## config.mk

```make
export PLATFORM = sky130hd
export DESIGN_NAME = reg_writeback
export DESIGN_NICKNAME = d
export VERILOG_FILES = /design/src/rtl/wb_pkg.sv /design/src/rtl/wb_fifo.sv /design/src/rtl/reg_writeback.sv
export SDC_FILE = /design/constraint.sdc
export NUM_CORES = 1
export LEC_CHECK = 0
export ABC_AREA = 1
export BUFFER_PORTS_ARGS = -buffer_cell sky130_fd_sc_hd__buf_2
export CAP_MARGIN = 15
export CORE_ASPECT_RATIO = 0.75
export CORE_MARGIN = 2
export CORE_UTILIZATION = 50
export CTS_BUF_LIST = sky130_fd_sc_hd__clkbuf_4
export DETAILED_ROUTE_END_ITERATION = 7
export PLACE_DENSITY = 0.74
export SETUP_SLACK_MARGIN = 0.15
export SLEW_MARGIN = 25
export SYNTH_ARGS = -nofsm -noshare
export SYNTH_HDL_FRONTEND = slang
export SYNTH_SLANG_ARGS = --single-unit
```

## constraint.sdc

```tcl
create_clock -name clk -period 2.15 [get_ports clk]
set_input_delay 0.215 -clock clk [delete_from_list [all_inputs] [get_ports clk]]
set_output_delay 0.215 -clock clk [all_outputs]
set_load 0.02 [all_outputs]
```

## src/rtl/wb_pkg.sv

```systemverilog
// Shared types and default sizes for the register writeback queue.
// No logic; a queue entry is one pending register-file write (addr, data).
package wb_pkg;

    localparam int DATA_W_DEF = 8;
    localparam int ADDR_W_DEF = 5;
    localparam int DEPTH_DEF  = 4;

    typedef struct packed {
        logic [ADDR_W_DEF-1:0] addr;
        logic [DATA_W_DEF-1:0] data;
    } wb_entry_t;

endpackage

```

## src/rtl/wb_fifo.sv

```systemverilog
// Circular buffer with two ordered push slots and one pop per cycle; entries exposed for lookup.
// Latency: a push is visible at the head/entries one cycle later.
// Backpressure: none internally; the caller must keep pushes within free space.
module wb_fifo
    import wb_pkg::*;
#(
    parameter int DEPTH = DEPTH_DEF,
    localparam int PTR_W = $clog2(DEPTH),
    localparam int CNT_W = PTR_W + 1
) (
    input  logic                   clk,
    input  logic                   reset,
    input  logic [1:0]             push_cnt,
    input  wb_entry_t              push0_dat,
    input  wb_entry_t              push1_dat,
    input  logic                   pop,
    output logic [PTR_W-1:0]       head,
    output logic [CNT_W-1:0]       count,
    output wb_entry_t [DEPTH-1:0]  entries
);

    wb_entry_t [DEPTH-1:0] mem_q, mem_d;
    logic [PTR_W-1:0]      head_q, head_d;
    logic [PTR_W-1:0]      tail_q, tail_d;
    logic [CNT_W-1:0]      count_q, count_d;
    logic [PTR_W-1:0]      tail_p1;

    // push0 is always the older entry and lands at the tail.
    always_comb begin
        mem_d   = mem_q;
        tail_p1 = tail_q + PTR_W'(1);
        if (push_cnt != 2'd0) begin
            mem_d[tail_q] = push0_dat;
        end
        if (push_cnt == 2'd2) begin
            mem_d[tail_p1] = push1_dat;
        end
        head_d  = head_q + PTR_W'(pop);
        tail_d  = tail_q + PTR_W'(push_cnt);
        count_d = count_q + CNT_W'(push_cnt) - CNT_W'(pop);
    end

    always_ff @(posedge clk) begin
        if (reset) begin
            mem_q   <= '0;
            head_q  <= '0;
            tail_q  <= '0;
            count_q <= '0;
        end else begin
            mem_q   <= mem_d;
            head_q  <= head_d;
            tail_q  <= tail_d;
            count_q <= count_d;
        end
    end

    assign head    = head_q;
    assign count   = count_q;
    assign entries = mem_q;

endmodule

```

## src/rtl/reg_writeback.sv

```systemverilog
// Writeback queue owning the register-file write port; merges ALU and load results in order.
// Latency: accepted result drives rf_write_* one cycle later when the queue is empty; one drain per cycle.
// Backpressure: in_ready drops when fewer than two slots are free; REG_WRITEBACK_FORWARD_EN enables rsN_fwd.
module reg_writeback
    import wb_pkg::*;
#(
    parameter int DATA_W = DATA_W_DEF,
    parameter int ADDR_W = ADDR_W_DEF,
    parameter int DEPTH  = DEPTH_DEF
) (
    input  logic              clk,
    input  logic              reset,
    input  logic              alu_valid,
    input  logic [ADDR_W-1:0] alu_rd,
    input  logic [DATA_W-1:0] alu_data,
    input  logic              ld_valid,
    input  logic [ADDR_W-1:0] ld_rd,
    input  logic [DATA_W-1:0] ld_data,
    output logic              in_ready,
    output logic              rf_write_enable,
    output logic [ADDR_W-1:0] rf_write_addr,
    output logic [DATA_W-1:0] rf_write_data,
    input  logic [ADDR_W-1:0] rs1_addr,
    input  logic [ADDR_W-1:0] rs2_addr,
    output logic              rs1_busy,
    output logic              rs2_busy,
    output logic [DATA_W-1:0] rs1_fwd,
    output logic [DATA_W-1:0] rs2_fwd
);

    localparam int PTR_W = $clog2(DEPTH);
    localparam int CNT_W = PTR_W + 1;

    logic [PTR_W-1:0]      head;
    logic [CNT_W-1:0]      count;
    wb_entry_t [DEPTH-1:0] entries;
    wb_entry_t             head_ent;
    wb_entry_t             push0_dat, push1_dat;
    logic [1:0]            push_cnt;
    logic                  ld_push, alu_push, pop;

    assign in_ready = (count <= CNT_W'(DEPTH - 2));

    // x0 results complete the handshake but never occupy a slot.
    assign ld_push  = ld_valid  && in_ready && (ld_rd  != '0);
    assign alu_push = alu_valid && in_ready && (alu_rd != '0);
    assign pop      = (count != '0);

    always_comb begin
        push0_dat = '0;
        push1_dat = '0;
        push_cnt  = 2'd0;
        if (ld_push) begin
            push0_dat = '{addr: ld_rd, data: ld_data};
            push1_dat = '{addr: alu_rd, data: alu_data};
            push_cnt  = alu_push ? 2'd2 : 2'd1;
        end else if (alu_push) begin
            push0_dat = '{addr: alu_rd, data: alu_data};
            push_cnt  = 2'd1;
        end
    end

    wb_fifo #(.DEPTH(DEPTH)) u_fifo (
        .clk       (clk),
        .reset     (reset),
        .push_cnt  (push_cnt),
        .push0_dat (push0_dat),
        .push1_dat (push1_dat),
        .pop       (pop),
        .head      (head),
        .count     (count),
        .entries   (entries)
    );

    assign head_ent        = entries[head];
    assign rf_write_enable = pop;
    assign rf_write_addr   = pop ? head_ent.addr : '0;
    assign rf_write_data   = pop ? head_ent.data : '0;

    // Walk oldest to youngest so the last match, the youngest, wins.
    always_comb begin
        logic [PTR_W-1:0] idx;
        rs1_busy = 1'b0;
        rs2_busy = 1'b0;
        rs1_fwd  = '0;
        rs2_fwd  = '0;
        idx      = '0;
        for (int i = 0; i < DEPTH; i++) begin
            idx = head + PTR_W'(i);
            if (CNT_W'(i) < count) begin
                if ((rs1_addr != '0) && (entries[idx].addr == rs1_addr)) begin
                    rs1_busy = 1'b1;
`ifdef REG_WRITEBACK_FORWARD_EN
                    rs1_fwd  = entries[idx].data;
`endif
                end
                if ((rs2_addr != '0) && (entries[idx].addr == rs2_addr)) begin
                    rs2_busy = 1'b1;
`ifdef REG_WRITEBACK_FORWARD_EN
                    rs2_fwd  = entries[idx].data;
`endif
                end
            end
        end
    end

endmodule

```

==> run_results.csv <==
group,metric,value,unit
setup_path,worstSetupStartpointType,"flip-flop",
sta,worst_slack,-0.267,ns
floorplan,dieArea,0.0106,mm²
cts,cts.sink_count,59,
placement,globalplace.congestion,0.996,
logic_synthesis,synth_edf_count,0,
pwr,peakVddDrop,851,µV
detailed_routing,via_per_inst,6.19,
setup_path,arrival,2.20,ns
status,violations,"design-rule violations, negative setup slack",
setup_path,cp-end-kind,"output pin",
logic_synthesis,synthArstFlopShare,0,%
sta,finalSetupViolCount,13,
logic_synthesis,synth_area,0.00487,mm²
floorplan,num_rows,31,
grt,grt_pass1_wl,27700,µm
floorplan,die_w,118,µm
grt,grt_pass1_vias,5417,
detailed_routing,drtPass1Iterations,8,
detailed_routing,vias,6599,
logic_synthesis,ys_warn_count,0,
floorplan,die_h,89.5,µm
logic_synthesis,synth_area_leaders,"dfxtp_1 (24%), nand2_1 (18%), nand3_1 (10%), a21oi_1 (10%), o21ai_0 (8.0%)",
status,status,"finished with violations",
pwr,power.density,1280,mW/mm²
pwr,p_sw,4.76,mW
logic_synthesis,ys_seq_area_share,24.2,%
cts,clock_path_buffers,2,
pwr,power_frac_comb,70.3,%
sta,finalCriticalPeriod,2.42,ns
cts,cts_root_buffer,"clkbuf_4",
grt,grt_overflow_total,0,
cts,cts_made_buffers,9,
setup_path,crit_type,"reg -> out",
sta,finalMaxSlewViolations,0,
min_path,hold_class,"in -> reg",
final_layout,syn2layout_area_growth,42.1,%
floorplan,core,0.00958,mm²
floorplan,start_util,50.8,%
detailed_routing,drcViolationCount,16,
logic_synthesis,synth_common_cells,"nand2_1 (239), nand3_1 (101), a21oi_1 (98)",
final_layout,num_antenna_cells,0,
setup_path,cp_max_fo,8,
sta,max-slew-margin-rel,52.2,%
cts,path_clk_slew,0.13,ns
final_layout,n_fill_cell,706,
flow_run,max-cap-violations,0,
logic_synthesis,synth_seq_cells,59,
cts,ctsHoldBuffers,0,
pwr,clkPwrFrac,10.2,%
logic_synthesis,yosys.area.top_type,"dfxtp_1",
pwr,cellInternalPower,4.07,mW
detailed_routing,drt_iter0_drc,1157,
logic_synthesis,syn_avg_cell_area,5.78,µm²
sta,hold_violations,0,
grt,grt_usage,33.5,%
detailed_routing,finalWirelength,20500,µm
sta,rsz0062_at_grt,"yes",
detailed_routing,wl_per_cell,19.3,µm
sta,hold_slack,0.0363,ns
pwr,leakagePower,3.02,nW
cts,tritoncts,"built",
logic_synthesis,synth.most_common_cell,"nand2_1",
floorplan,boundaryPins,73,
sta,clock_skew,0.0123,ns
cts,clk_latency,0.45,ns
sta,fmax,0.414,GHz
sta,max_slew.worst_pin.slew,0.713,ns
pwr,swShare,53.9,%
placement,place_worst_setup_slack,-0.00466,ns
logic_synthesis,ys.flop_type,"dfxtp_1",
logic_synthesis,ys_types,31,
final_layout,drive_gt1_share,35.7,%
logic_synthesis,postSynthCellCount,843,
placement,io_buffers,56,
final_layout,num-nets-final,978,
placement,dp_hpwl,12000,µm
pwr,seqPwrFrac,19.4,%
setup_path,worstPathRequired,1.93,ns
cts,cts_max_level,3,
sta,period_share,112,%
detailed_routing,ant_nets,0,
grt,grt_max_degree,54,
logic_synthesis,synthDominantCellAreaShare,24.2,%
grt,antenna_found_initial,0,
layout make-up:
type / instances / area, µm² / share of cell area, %
well taps: 132 / 165 / 2.39
repair inverters: 2 / 15.0 / 0.217
inverters: 87 / 357 / 5.15
multi-input cells: 658 / 4010 / 57.9
clock inverters: 7 / 82.6 / 1.19
repair buffers: 112 / 1030 / 14.9
clock buffers: 9 / 67.6 / 0.976
flip-flops and latches: 59 / 1190 / 17.3
path summary, 6_finish.rpt:
kind / start / slack, ns / depth (start not counted) / endpoint
worst max-delay path: u_fifo.head[0]$_SDFF_PP0_ / -0.27 / 12 / rs1_busy
worst min-delay path: reset / 0.04 / 2 / u_fifo.head[1]$_SDFF_PP0_
worst min register to register: u_fifo.count[2]$_SDFF_PP0_ / 0.48 / 1 / u_fifo.count[2]$_SDFF_PP0_
worst max register to register: u_fifo.count[2]$_SDFF_PP0_ / -0.05 / 11 / u_fifo.count[2]$_SDFF_PP0_
worst max-delay path: stages (launching register included):
cell and delay (ns):
dfxtp_4 0.46, inv_8 0.07, buf_12 0.14, nand2_1 0.12
nand3_2 0.13, nand3_2 0.12, nand2_1 0.07, nor2_2 0.12
nand3_1 0.12, nand2_1 0.09, inv_1 0.05, a21oi_2 0.14
buf_6 0.13
cells by family (layout without fill, tap and decap cells):
group	count (synthesis)	count (layout)	synth area share, %
AO/OA/AOI/OAI	192	192	21.2
other	1	16	0.0770
buffers and inverters	142	217	14.0
XOR/XNOR	5	5	0.899
adder cells (fa/ha/maj)	9	9	2.47
flip-flops	59	59	24.2
AND/OR/NAND/NOR	435	436	37.1
power by group through the flow:
stage	Clock [mW]	Combinational [mW]	Sequential, mW
CTS	0.881	5.19	1.65
floorplan	0	3.24	1.53
finish	0.902	6.21	1.72
global route	0.937	6.62	1.74
global placement	0	4.16	1.59
detailed placement	0	4.27	1.61
registers in the layout, indices dropped and copies added, names as in the netlist:
| name | cells |
|---|---|
| u_fifo.entries | 52 |
| u_fifo.head | 2 |
| u_fifo.count | 3 |
| u_fifo.tail_q | 2 |
per-stage QoR:
step           instance area, µm²  std cells   TNS, ns  util [%]  power [mW]
3_5_place_dp                 5350       1021  -0.00852      55.8        5.88
3_3_place_gp                 5350       1021         0      55.8        5.75
6_report                     6920       1066     -1.50      72.2        8.83
5_1_grt                      6920       1066     -3.42      72.2        9.30
2_1_floorplan                5040        858    -0.249         -        4.77
4_1_cts                      6250       1055     -1.06      65.2        7.72
layer usage:
layer | vias up | wire length, µm | GRT usage (%)
li1 | 2898 | - | -
met1 | 3051 | 7870 | 44.8
met2 | 524 | 8690 | 52.0
met3 | 126 | 3090 | 11.7
met4 | 0 | 886 | 9.09
met5 | - | 0 | 0
layout by cell type, fill, tap and decap left out, types with 3 or more instances in the layout:
cell type   netlist  final
a21oi_1          98     28
a21oi_2           0     54
a21oi_4           1     17
a221oi_2          0      7
buf_12            0      8
buf_16            0      4
buf_2             2     45
buf_4            25     35
buf_6             6     13
buf_8             0      5
clkbuf_4          0      9
clkinv_4          0      3
clkinvlp_4        0      6
conb_1            1     16
dfxtp_1          59     54
dfxtp_4           0      3
ha_1              8      3
ha_4              0      4
inv_1            82     72
inv_2             3      7
inv_4             1      3
inv_6             1      3
nand2_1         239    215
nand2_2           5     25
nand2_4           2      5
nand3_1         101     76
nand3_2           1     21
nand3_4           0      5
nor2_1           82     69
nor2_2            0      9
nor2_4            1      5
nor3_1            3      3
o21ai_0          78     45
o21ai_1           4     14
o21ai_2           0     17
o21ai_4           0      6
xor2_1            4      3
repair_timing:
| action | 4_1_cts | 5_1_grt |
|---|---|---|
| buffers inserted | 12 | 8 |
| cloned | 6 | 3 |
| setup endpoints to repair | 67 | 66 |
| pin swaps | 52 | 51 |
| gates resized for setup | 154 | 139 |
(Power assumes the default switching activity.)
